===== config.mk =====
export PLATFORM = sky130hd
export DESIGN_NAME = repeated_add_multiplier_flat
export DESIGN_NICKNAME = d
export VERILOG_FILES = /design/src/rtl/repeated_add_multiplier_if.sv /design/src/rtl/repeated_add_multiplier.sv /design/src/flat_wrapper.sv
export SDC_FILE = /design/constraint.sdc
export NUM_CORES = 1
export LEC_CHECK = 0
export ABC_AREA = 1
export ABC_CLOCK_PERIOD_IN_PS = 2500
export BUFFER_PORTS_ARGS = -buffer_cell sky130_fd_sc_hd__buf_2
export CAP_MARGIN = 25
export CORE_ASPECT_RATIO = 1.5
export CORE_MARGIN = 1
export CORE_UTILIZATION = 38
export CTS_BUF_LIST = sky130_fd_sc_hd__clkbuf_4 sky130_fd_sc_hd__clkbuf_8 sky130_fd_sc_hd__clkbuf_16
export CTS_CLUSTER_SIZE = 8
export DETAILED_ROUTE_END_ITERATION = 16
export PLACE_DENSITY_LB_ADDON = 0.12
export SYNTH_ARGS = -nofsm -noshare
export SYNTH_HDL_FRONTEND = slang
export SYNTH_SLANG_ARGS = --single-unit
export TNS_END_PERCENT = 20

===== constraint.sdc =====
create_clock -name clk -period 2.5 [get_ports clk]
set_input_delay 0.25 -clock clk [delete_from_list [all_inputs] [get_ports clk]]
set_output_delay 0.25 -clock clk [all_outputs]
set_load 0.01 [all_outputs]

===== src/rtl/repeated_add_multiplier_if.sv =====
// rtl/repeated_add_multiplier_if.sv - start/busy/done handshake bundle for repeated_add_multiplier
interface repeated_add_multiplier_if #(parameter int WIDTH = 8);
  logic               start;
  logic [WIDTH-1:0]   a_in;
  logic [WIDTH-1:0]   b_in;
  logic               busy;
  logic               done;
  logic [2*WIDTH-1:0] product;

  modport master (output start, a_in, b_in, input busy, done, product);
  modport slave  (input start, a_in, b_in, output busy, done, product);
endinterface


===== src/rtl/repeated_add_multiplier.sv =====
// rtl/repeated_add_multiplier.sv - multiplier that adds A to an accumulator B times
// Define MULT_SIGNED_EN for two's-complement operands (magnitudes iterated, sign applied at the end).
module repeated_add_multiplier #(
  parameter int WIDTH = 8
) (
  input  logic                      clk,
  input  logic                      rst,
  repeated_add_multiplier_if.slave  bus
);
  localparam int PW = 2 * WIDTH;

  typedef enum logic [1:0] {S_IDLE, S_RUN, S_DONE} state_t;

  state_t           r_state;
  state_t           w_next;
  logic [PW-1:0]    r_a;
  logic [PW-1:0]    r_acc;
  logic [PW-1:0]    r_product;
  logic [WIDTH-1:0] r_b;
  logic [WIDTH-1:0] w_a_mag;
  logic [WIDTH-1:0] w_b_mag;
  logic [PW-1:0]    w_result;
  logic             w_eqz;

`ifdef MULT_SIGNED_EN
  logic r_neg;

  // The most negative operand's magnitude still fits as an unsigned WIDTH-bit value.
  assign w_a_mag  = bus.a_in[WIDTH-1] ? -bus.a_in : bus.a_in;
  assign w_b_mag  = bus.b_in[WIDTH-1] ? -bus.b_in : bus.b_in;
  assign w_result = r_neg ? -r_acc : r_acc;
`else
  assign w_a_mag  = bus.a_in;
  assign w_b_mag  = bus.b_in;
  assign w_result = r_acc;
`endif

  assign w_eqz = (r_b == '0);

  always_ff @(posedge clk or posedge rst) begin
    if (rst) begin
      r_state <= S_IDLE;
    end else begin
      r_state <= w_next;
    end
  end

  always_comb begin
    w_next = r_state;
    case (r_state)
      S_IDLE:  if (bus.start) w_next = S_RUN;
      S_RUN:   if (w_eqz) w_next = S_DONE;
      S_DONE:  w_next = S_IDLE;
      default: w_next = S_IDLE;
    endcase
  end

  always_ff @(posedge clk or posedge rst) begin
    if (rst) begin
      r_a       <= '0;
      r_acc     <= '0;
      r_b       <= '0;
      r_product <= '0;
`ifdef MULT_SIGNED_EN
      r_neg     <= 1'b0;
`endif
    end else begin
      case (r_state)
        S_IDLE: begin
          if (bus.start) begin
            r_a   <= {{WIDTH{1'b0}}, w_a_mag};
            r_b   <= w_b_mag;
            r_acc <= '0;
`ifdef MULT_SIGNED_EN
            r_neg <= bus.a_in[WIDTH-1] ^ bus.b_in[WIDTH-1];
`endif
          end
        end
        S_RUN: begin
          // Decrement only while nonzero so the counter never wraps.
          if (w_eqz) begin
            r_product <= w_result;
          end else begin
            r_acc <= r_acc + r_a;
            r_b   <= r_b - WIDTH'(1);
          end
        end
        default: ;
      endcase
    end
  end

  assign bus.busy    = (r_state != S_IDLE);
  assign bus.done    = (r_state == S_DONE);
  assign bus.product = r_product;
endmodule

===== src/flat_wrapper.sv =====
// flat-port wrapper written by rule: the top's interface ports become plain ports
module repeated_add_multiplier_flat 
#(
  parameter int WIDTH = 8
)
  (clk, rst, bus_start, bus_a_in, bus_b_in, bus_busy, bus_done, bus_product);
  repeated_add_multiplier_if #(.WIDTH(WIDTH)) bus_i ();
  input  logic clk;
  input  logic rst;
  input wire logic [$bits(bus_i.start)-1:0] bus_start;
  input wire logic [$bits(bus_i.a_in)-1:0] bus_a_in;
  input wire logic [$bits(bus_i.b_in)-1:0] bus_b_in;
  output wire logic [$bits(bus_i.busy)-1:0] bus_busy;
  output wire logic [$bits(bus_i.done)-1:0] bus_done;
  output wire logic [$bits(bus_i.product)-1:0] bus_product;
  assign bus_i.start = bus_start;
  assign bus_i.a_in = bus_a_in;
  assign bus_i.b_in = bus_b_in;
  assign bus_busy = bus_i.busy;
  assign bus_done = bus_i.done;
  assign bus_product = bus_i.product;
  repeated_add_multiplier #(.WIDTH(WIDTH)) u_core (.clk(clk), .rst(rst), .bus(bus_i));
endmodule

## After elaboration in Yosys (flattened, before gate mapping)

Index checks and enable logic that the tools add are counted.

- Equality and inequality tests: 5
- Add/subtract/negate cells: 2
- Reduce and logical (&&, ||, !) cells: 8
- Muxes and demuxes: 9

Operators with widths:

| operator | number |
|---|---|
| 16-bit 2-to-1 mux | 2 |
| 16-bit case mux with 2 select lines | 1 |
| 16-bit by 8-bit adder with 16-bit output | 1 |
| 8-bit 2-to-1 mux | 2 |
| 8-bit case mux with 2 select lines | 1 |
| 8-bit logical NOT | 1 |
| 8-bit by 1-bit subtractor with 8-bit output (second input constant) | 1 |
| 2-bit AND reduction | 3 |
| 2-bit 2-to-1 mux | 2 |
| 2-bit inequality test (second input constant) | 2 |
| 2-bit case mux with 2 select lines | 1 |
| 2-bit nonzero test | 2 |
| 3-bit AND reduction | 1 |
| 2-bit by 1-bit == test with 1-bit output (second input constant) | 1 |
| 2-bit == test (second input constant) | 1 |
| 2-bit logical NOT | 1 |
| 2-bit by 1-bit inequality test with 1-bit output (second input constant) | 1 |

- Output and inout bits: 18
- Register bits: 50

## Logic depth before layout (Yosys ltp)

Gate-level depths: netlist (run 1).

- Depth after elaboration: 3
- Mapped depth: 11

## Least setup slack after synthesis (run 1)

No wires, ideal clock.

- Kind: register -> register
- Start point: register u_core.r_acc[0]
- End point: register u_core.r_acc[10]
- Arrival time: 1.509 ns
- Clock period less this slack: 1.626 ns
- Setup slack: 0.874 ns
- Path buffers: 0
- Cell stages (with the launch flop): 12
- Cells stage by stage: dfrtp_1 ha_1 inv_1 fa_1 inv_1 nand2_1 nand3_1 nand2_1 o21ai_0 nand3_1 nand2_1 nor2_1

- Word-level cells in the longest chain between the ends: 3

RTL lines:

| item | RTL line | source |
|---|---|---|
| start, declared | repeated_add_multiplier.sv:17 | `logic [PW-1:0] r_acc;` |
| start signal, assigned | repeated_add_multiplier.sv:84 | `r_acc <= r_acc + r_a;` |
| 16-bit by 8-bit adder with 16-bit output | repeated_add_multiplier.sv:84 |  |
| 16-bit 2-to-1 mux | repeated_add_multiplier.sv:81 | `if (w_eqz) begin` |
| 16-bit case mux with 2 select lines | repeated_add_multiplier.sv:68 | `case (r_state)` |

Every way passes these cells. The select of a mux whose other input is x is not followed.
A chain may end at the register's enable or synchronous reset.

## Worst setup path after layout (run 1)

- Start point: register u_core.r_acc[0]
- End point: register u_core.r_acc[12]

Same word-level chain as after synthesis.

==> results of run 1 <==
metal layers:
layer	routed length [um]	global-route usage	vias up	share of wire
li1	-	-	1193	-
met1	2570	0.206	1048	0.41
met2	3380	0.341	42	0.54
met3	154	0.0294	16	0.024
met4	208	0.0800	0	0.033
met5	0	0	-	0
worst min-delay path by stage:
stage / start / to / slack [ps]
4_1_cts: bus_a_in[4] / u_core.r_a[4] / 130
6_report: bus_a_in[4] / u_core.r_a[4] / 140
2_1_floorplan: bus_a_in[0] / u_core.r_a[0] / 360
3_3_place_gp: rst / u_core.bus.product[8] / 320
5_1_grt: bus_a_in[3] / u_core.r_a[3] / 130
3_5_place_dp: rst / u_core.r_acc[10] / 320
per-stage QoR:
stage,hold WS (ps),utilization,total power (W),worst slack (ps)
final,141,0.448,0.00134,675
after global routing,134,0.448,0.00141,513
after CTS,134,0.448,0.00137,663
after detailed placement,318,0.433,0.000859,684
after global placement,320,0.433,0.000859,704
after floorplan,360,-,0.000836,874
cell usage after synthesis, types with 4 or more instances:
cell	count
nand2_1	127
o211ai_1	5
inv_1	50
ha_1	10
nor2_1	24
xnor2_1	5
o21ai_1	4
o21ai_0	18
dfrtp_1	50
nand3_1	22
o22ai_1	4
nand4_1	6
cells in the final DEF, fill, tap and decap left out, drive strengths merged:
cell | synthesis | final
nand2 | 129 | 129
inv | 51 | 51
dfrtp | 50 | 50
buf | 6 | 40
nor2 | 26 | 26
o21ai | 23 | 23
nand3 | 22 | 22
ha | 10 | 10
clkbuf | 2 | 7
nand4 | 6 | 6
a21oi | 6 | 6
o211ai | 5 | 5
xnor2 | 5 | 5
o22ai | 4 | 4
xor2 | 3 | 3
o221ai | 2 | 2
nor3 | 1 | 1
o32ai | 1 | 1
o21bai | 1 | 1
nor4 | 1 | 1
fa | 1 | 1
clkinv | 0 | 1
dlygate4sd3 | 0 | 1
cells by family (layout without fill, tap and decap cells):
family / after synthesis / after routing / synth area share
AND/OR/NAND/NOR: 185 / 185 / 0.277
XOR/XNOR: 8 / 8 / 0.0255
adder cells (fa/ha/maj): 11 / 11 / 0.0529
flip-flops: 50 / 50 / 0.456
buffers and inverters: 59 / 100 / 0.0902
AO/OA/AOI/OAI: 42 / 42 / 0.0985
layout make-up:
cell class	count	share of cell area
inverter	51	0.0615
timing repair buffer	41	0.0747
multi-input combinational	246	0.400
sequential	50	0.402
clock inverter	1	0.00161
tap	78	0.0313
clock buffer	7	0.0289
power by group through the flow:
stage	Sequential, W	Combinational (W)	Clock [W]
3_3_place_gp	0.000824	0.0000346	0
4_1_cts	0.000808	0.0000357	0.000528
3_5_place_dp	0.000824	0.0000345	0
2_1_floorplan	0.000824	0.0000118	0
5_1_grt	0.000808	0.0000393	0.000560
6_report	0.000808	0.0000339	0.000502
state kept, by name, summed over array words and instances (netlist names):
name                cells
u_core.r_acc           16
u_core.r_state          2
u_core.r_a              8
u_core.bus.product     16
u_core.r_b              8
critical path, delay by kind of cell, from the launching register on:
| kind | cells | cell delay, ps |
|---|---|---|
| adders and majority gates | 2 | 560 |
| and+or+nand+nor | 6 | 530 |
| DFF | 1 | 360 |
| buffers and inverters | 2 | 170 |
| AOI/OAI and AO/OA | 1 | 80 |
==> metrics, run 1 <==
status=finished, violations left; failing checks=design-rule violations; NetSw=0.000287 W; count of cell types in the netlist=31; First DRT Iteration DRCs=96; initial antenna violation count=0; drt wl/cell=between 10 and 15 um; Layout fillers=between 700 and 800; CTS resizes=0; antenna viol nets, final=0; crit path max fanout=3; Cell Rows=37; startpoint types=flop; Max Clk Rate=about 550 MHz; asr flop ratio synth=1.00; first-pass GRT wire length=between 10 and 15 mm; Finished Cell Area=~3100 sq um; gr ovfl total=0; FF+latch count, synth=50; global placement routability congestion=0.839; number of buffers added on ports=36; postcts setup bufs=0; Nets=roughly 430; Antenna diodes=0; clock root buffer=clkbuf_8; die area=~7600 sq um; critical path's slowest cell=fa_1; vias in the first global route=2321; Synth warnings=0; FF/Latch Area=about 1300 sq um; Leakage=~1.7 nW; Max Cap Viol=0; Seq/Total Area, Yosys=0.456; Area contributors post-synth=dfrtp_1, nand2_1, inv_1, ha_1, nand3_1; Int Power=between 0.001 and 0.0015 W; H-tree Lvls=2; CP startpoint=u_core.r_acc[0]; Tmin final=around 1800 ps; Worst Hold Path Cells=3; DR pass1 iterations=10; top_reg_cell synth=dfrtp_1; Worst-Margin Slew=477 ps; Avg Cell Area, Syn=between 7 and 8 sq um; highest ir drop seen on vdd=approximately 0.25 mV; Post-DP Area=approximately 3000 sq um; Crit path largest cell delay=around 380 ps; I/O Pins=37; combinational share of power=0.025; Die Ht=approximately 110 um; Syn Std Cell Area=around 2700 sq um; Crit. End Element=flop; RSZ-0062 raised after global routing=false; max_slew headroom=0.679; CTS sink cnt=50; top cell type's share of synthesized area=0.456; GR Util All Layers=0.185; worst r2r src=u_core.r_acc[0]; Core ar.=slightly below 7000 sq um; Clk pwr share=0.374; reg2reg path depth=11; setup violators final=0; Slew Viols, Final=0; placed cell count=465; Worst Hold Class=in -> reg; r2r setup slk=670 ps; Post-Route WL=roughly 6.3 mm; Starting Density=0.395; Clock transition at path regs=around 90 ps; fin crit share=0.730; largest net degree at the start of global routing=51; TritonCTS clock tree=done; Setup crit end=u_core.r_acc[12]; Crit Path Class=reg -> reg; CTS Buffer Depth=2; multi-input logic area=around 1200 sq um; syn nets=roughly 390; Post-synth EDFFs=0; crit-path cells=ha_1 > inv_1 > fa_1 > inv_1 > nand3_1 > nand3_1 > nand3_1 > nand2_1 > nand2_1 > nand4_1 > o21ai_1; Crit path top cell by count=nand3_1; Crit path required time=between 2000 and 3000 ps; DRC viols=1; vias=approximately 2300; Switching Fraction=0.214; vias per inst=slightly below 5; WP data arrival=2000 ps; final hold violations=0; power density over cell area=between 400 and 500 nW/um^2; share of layout cells above drive strength 1=0.149; cell count after synthesis=roughly 360; Clk Latency, worst-skew pair=~300 ps; final cell count without fillers=about 470; area grow syn2layout=13.4%; CTS buffer count=5; die width=71.4 um; skew final=~9.2 ps; RR Endpoint=u_core.r_acc[12]; sequential share of power=0.601; cts hold-fix bufs=1; largest area contributor in the netlist=dfrtp_1; setup TNS=0 ps; DPL Wire Length=approximately 4.6 mm
No activity file was read; power rests on OpenSTA's default activity.
==> run 2: changes to the inputs <==
ABC_CLOCK_PERIOD_IN_PS = 1600   (was 2500)
clock period = 1.6 ns   (was 2.5 ns; I/O delays follow)
==> metrics, run 2 (synthesis results as in run 1) <==
CP startpoint=u_core.r_a[0] (was u_core.r_acc[0]); Post-DP Area=3190 sq um (was 3010 sq um); NetSw=0.000466 W (was 0.000287 W); CTS buffer count=5 (unchanged); combinational share of power=0.025 (about the same); Tmin final=1640 ps (was 1830 ps); Worst-Margin Slew=530 ps (was 477 ps); fin crit share=1.03 (was 0.730); worst r2r src=u_core.r_a[0] (was u_core.r_acc[0]); largest net degree at the start of global routing=51 (unchanged); sequential share of power=0.588 (was 0.601); Post-Route WL=6.30 mm (was 6.31 mm); failing checks=design-rule violations, negative setup slack (was design-rule violations); Crit. End Element=flop (unchanged); RR Endpoint=u_core.r_acc[8] (was u_core.r_acc[12]); global placement routability congestion=0.837 (was 0.839); number of buffers added on ports=36 (unchanged); crit path max fanout=3 (unchanged); vias per inst=4.90 (was 4.85); antenna viol nets, final=0 (unchanged); commonest non-fill, non-tap cell in the layout=nand2_1 (unchanged); DR pass1 iterations=10 (unchanged); I/O Pins=37 (unchanged); TritonCTS clock tree=done (unchanged); H-tree Lvls=2 (unchanged); Die Ht=106 um (unchanged); Slew Viols, Final=0 (unchanged); share of layout cells above drive strength 1=0.248 (was 0.149); Layout Utilization=0.498 (was 0.448); overall power=0.00215 W (was 0.00134 W); Crit Path Class=reg -> reg (unchanged); die width=71.4 um (unchanged); final hold violations=0 (unchanged); Leakage=1.82 nW (was 1.69 nW); WP data arrival=1840 ps (was 2000 ps); Crit path required time=1790 ps (was 2680 ps); Clk pwr share=0.388 (was 0.374); Setup crit end=u_core.r_acc[8] (was u_core.r_acc[12]); clock root buffer=clkbuf_8 (unchanged); DRC viols=2 (was 1); Max Clk Rate=609 MHz (was 548 MHz); Core ar.=6940 sq um (unchanged); r2r setup slk=-40 ps (was 670 ps); Switching Fraction=0.217 (was 0.214); First DRT Iteration DRCs=88 (was 96); power density over cell area=622 nW/um^2 (was 432 nW/um^2); first-pass GRT wire length=10.8 mm (about the same); Finished Cell Area=3460 sq um (was 3110 sq um); reg2reg path depth=11 (unchanged); GR Util All Layers=0.184 (was 0.185); initial antenna violation count=0 (unchanged); startpoint types=flop (unchanged); setup violators final=5 (was 0); gr ovfl total=0 (unchanged); CTS sink cnt=50 (unchanged); CTS Buffer Depth=2 (unchanged); vias in the first global route=2452 (was 2321); max_slew headroom=0.644 (was 0.679); skew final=9.15 ps (was 9.19 ps); Layout fillers=717 (was 722); RSZ-0062 raised after global routing=true (was false); Worst Hold Class=in -> reg (unchanged); Nets=448 (was 425); Clk Latency, worst-skew pair=310 ps (was 300 ps); Antenna diodes=0 (unchanged); vias=2437 (was 2299); drt wl/cell=12.7 um (was 13.3 um); Int Power=0.00168 W (was 0.00106 W); commonest cells after routing, fill and taps aside=nand2_1, dfrtp_1, inv_1 (unchanged); status=finished, violations left (unchanged); Clock transition at path regs=90 ps (about the same); Cell Rows=37 (unchanged); Starting Density=0.395 (unchanged); die area=7570 sq um (unchanged); DPL Wire Length=4.70 mm (was 4.59 mm); PnR worst setup slack=-43.2 ps (was 675 ps); Max Cap Viol=0 (unchanged); highest ir drop seen on vdd=0.399 mV (was 0.253 mV); area grow syn2layout=25.9% (was 13.4%)
run 2: what timing repair did:
| action | CTS | global route |
|---|---|---|
| setup buffers | 1 | 0 |
| pin swaps | 1 | 3 |
| endpoints found under the setup margin | 11 | 18 |
| hold endpoints to repair | 50 | 0 |
| hold buffers | 1 | 0 |
| resized for setup | 7 | 19 |
run 2: power groups by stage:
stage | logic, W | clock network [W] | registers, W
2_1_floorplan | 0.0000185 | 0 | 0.00129
3_3_place_gp | 0.0000537 | 0 | 0.00129
3_5_place_dp | 0.0000542 | 0 | 0.00129
4_1_cts | 0.0000560 | 0.000872 | 0.00126
5_1_grt | 0.0000618 | 0.000919 | 0.00126
6_report | 0.0000531 | 0.000832 | 0.00126
run 2: final cells by class:
cell class,count,area (sq um),area share
inverter,51,195,0.0565
sequential,50,1250,0.362
timing repair buffer,64,422,0.122
clock buffer,7,96.3,0.0279
clock inverter,1,8.76,0.00253
multi-input combinational,246,1390,0.401
tap,78,97.6,0.0282
run 2: how the worst min path moves through the flow:
| stage | cells past startpoint | endpoint | startpoint | slack [ps] |
|---|---|---|---|---|
| after global routing | 3 | u_core.r_a[3] | bus_a_in[3] | 40 |
| after detailed placement | 3 | u_core.bus.product[8] | rst | 230 |
| after CTS | 3 | u_core.r_a[4] | bus_a_in[4] | 30 |
| final | 3 | u_core.r_a[4] | bus_a_in[4] | 40 |
| after global placement | 3 | u_core.bus.product[8] | rst | 230 |
| after floorplan | 2 | u_core.r_a[0] | bus_a_in[0] | 270 |
run 2: worst max-delay path: stages (launching register included):
cell	delay [ps]
dfrtp_1	370
ha_2	190
inv_2	40
fa_2	360
inv_2	90
nand3_2	80
nand3_4	80
nand2_1	70
nand3_1	70
nand2_1	50
nand3_1	70
o21ai_1	60
run 2: metal layers:
layer	GRT usage	vias up	routed length, um
met3	0.0227	14	131
li1	-	1250	-
met4	0.0986	0	214
met5	0	-	0
met1	0.205	1133	2620
met2	0.335	40	3340
run 2: per-stage QoR:
stage	hold slack, ps	cells	setup TNS (ps)	worst slack, ps
2_1_floorplan	270	355	-3.44	-2.43
6_report	37.5	497	-134	-43.2
3_5_place_dp	227	487	-497	-148
3_3_place_gp	227	487	-255	-78.2
4_1_cts	28.0	497	-61.8	-33.0
5_1_grt	35.5	497	-1100	-178
==> run 3: changes to the inputs <==
BUFFER_PORTS_ARGS = unset   (was -buffer_cell sky130_fd_sc_hd__buf_2)
CORE_ASPECT_RATIO = 0.75   (was 1.5)
DONT_BUFFER_PORTS = 1   (was unset)
GPL_TIMING_DRIVEN = 0   (was unset)
==> metrics, run 3 (synthesis results as in run 1) <==
highest ir drop seen on vdd=0.334 mV (was 0.399 mV); Cell Rows=26 (was 37); H-tree Lvls=2 (unchanged); GR Util All Layers=0.192 (was 0.184); Layout fillers=693 (was 717); Layout Utilization=0.486 (was 0.498); worst r2r src=u_core.r_a[0] (unchanged); Tmin final=1660 ps (was 1640 ps); skew final=11.7 ps (was 9.15 ps); WP data arrival=1850 ps (was 1840 ps); clock root buffer=clkbuf_8 (unchanged); DR pass1 iterations=4 (was 10); I/O Pins=37 (unchanged); drt wl/cell=13.5 um (was 12.7 um); vias per inst=4.80 (was 4.90); DPL Wire Length=4.78 mm (was 4.70 mm); RSZ-0062 raised after global routing=true (unchanged); commonest non-fill, non-tap cell in the layout=nand2_1 (unchanged); die width=100 um (was 71.4 um); Buf+Inv Stages, Crit Path=3 (was 2); die area=7570 sq um (about the same); global placement routability congestion=0.854 (was 0.837); family with the most delay on the worst path=adder cells (unchanged); Clock transition at path regs=90 ps (about the same); First DRT Iteration DRCs=94 (was 88); Clk Latency, worst-skew pair=310 ps (about the same); DRC viols=0 (was 2); critical path's slowest cell=dfrtp_1 (unchanged); final hold violations=0 (unchanged); Max Cap Viol=0 (unchanged); vias=2314 (was 2437); Setup crit end=u_core.r_acc[4] (was u_core.r_acc[8]); Die Ht=75.6 um (was 106 um); Crit Path Class=reg -> reg (unchanged); number of buffers added on ports=0 (was 36); setup TNS=-250 ps (was -134 ps); antenna viol nets, final=0 (unchanged); first-pass GRT wire length=10.9 mm (was 10.8 mm); power density over cell area=662 nW/um^2 (was 622 nW/um^2); Core ar.=6900 sq um (was 6940 sq um); startpoint types=flop (unchanged); setup violators final=5 (unchanged); Worst Hold Class=in -> reg (unchanged); max_slew headroom=0.643 (was 0.644); Worst-Margin Slew=535 ps (was 530 ps); failing checks=negative setup slack (was design-rule violations, negative setup slack); commonest cells after routing, fill and taps aside=nand2_1, dfrtp_1, inv_1 (unchanged); Slew Viols, Final=0 (unchanged); PnR worst setup slack=-60.2 ps (was -43.2 ps); CTS Buffer Depth=2 (unchanged); area grow syn2layout=22.1% (was 25.9%); cell count along the critical path=9 (was 11); TritonCTS clock tree=done (unchanged); Crit. End Element=flop (unchanged); CTS buffer count=5 (unchanged); CTS sink cnt=50 (unchanged); r2r setup slk=-60 ps (was -40 ps); Post-Route WL=6.52 mm (was 6.30 mm); Crit path largest cell delay=370 ps (about the same); RR Endpoint=u_core.r_acc[4] (was u_core.r_acc[8]); vias in the first global route=2175 (was 2452); Crit path required time=1790 ps (about the same); multi-input logic area=1400 sq um (was 1390 sq um); Starting Density=0.398 (was 0.395); crit path max fanout=3 (unchanged); gr ovfl total=0 (unchanged); Max Clk Rate=602 MHz (was 609 MHz); Antenna diodes=0 (unchanged); FF/Latch Area=1250 sq um (about the same); status=finished, violations left (unchanged); Nets=413 (was 448); fin crit share=1.04 (was 1.03); overall power=0.00222 W (was 0.00215 W); CP startpoint=u_core.r_a[0] (unchanged); largest net degree at the start of global routing=28 (was 51); Leakage=1.64 nW (was 1.82 nW); WHS=6.52 ps (was 37.5 ps); crit-path cells=ha_2 > inv_1 > fa_2 > inv_2 > nand3_1 > nand3_2 > buf_4 > xnor2_1 > o22ai_1 (was ha_2 > inv_2 > fa_2 > inv_2 > nand3_2 > nand3_4 > nand2_1 > nand3_1 > nand2_1 > nand3_1 > o21ai_1); initial antenna violation count=0 (unchanged); share of layout cells above drive strength 1=0.156 (was 0.248); reg2reg path depth=9 (was 11)
==> run 3: metal layers <==
layer,routed length (um),vias up,track usage,part of all wire
met4,85,0,0.0580,0.013
li1,-,1174,-,-
met2,2810,43,0.302,0.43
met1,3430,1089,0.275,0.53
met5,0,-,0,0
met3,197,8,0.0321,0.030
==> run 3: repair_timing <==
| item | in CTS | in global routing |
|---|---|---|
| endpoints found under the setup margin | 40 | 40 |
| hold buffers | 14 | 0 |
| pin swaps | 2 | 2 |
| buffers inserted | 5 | 1 |
| cloned | 0 | 0 |
| gates resized for setup | 18 | 23 |
| endpoints found under the hold margin | 36 | 0 |
==> run 3: worst min-delay path by stage <==
stage                            from                     end  cells after the start
after detailed placement          rst  u_core.bus.product[12]                      1
after CTS                 bus_b_in[5]           u_core.r_b[5]                      2
after floorplan           bus_a_in[0]           u_core.r_a[0]                      2
after global routing      bus_b_in[5]           u_core.r_b[5]                      2
final                     bus_b_in[5]           u_core.r_b[5]                      2
after global placement    bus_a_in[0]           u_core.r_a[0]                      2
==> run 3: layout make-up <==
| type | instances | area share |
|---|---|---|
| well taps | 98 | 0.0366 |
| plain buffers | 8 | 0.0209 |
| multi-input cells | 246 | 0.417 |
| flip-flops and latches | 50 | 0.374 |
| clock inverters | 3 | 0.0119 |
| clock buffers | 5 | 0.0205 |
| repair buffers | 21 | 0.0612 |
| inverters | 51 | 0.0583 |
==> run 3: where the power goes <==
part / internal [W] / switching, W / total, W / leakage (nW)
Combinational: 0.0000278 / 0.0000299 / 0.0000576 / 0.936
Sequential: 0.00126 / 0 / 0.00126 / 0.643
Clock: 0.000461 / 0.000437 / 0.000898 / 0.0579
Total: 0.00175 / 0.000467 / 0.00222 / 1.64
==> run 3: through the flow <==
step / setup WS (ps) / area [sq um] / std cells
6_report: -60.2 / 3350 / 482
3_3_place_gp: -383 / 2870 / 453
5_1_grt: -175 / 3350 / 482
2_1_floorplan: -2.43 / 2750 / 355
3_5_place_dp: -238 / 2890 / 454
4_1_cts: -58.8 / 3280 / 481
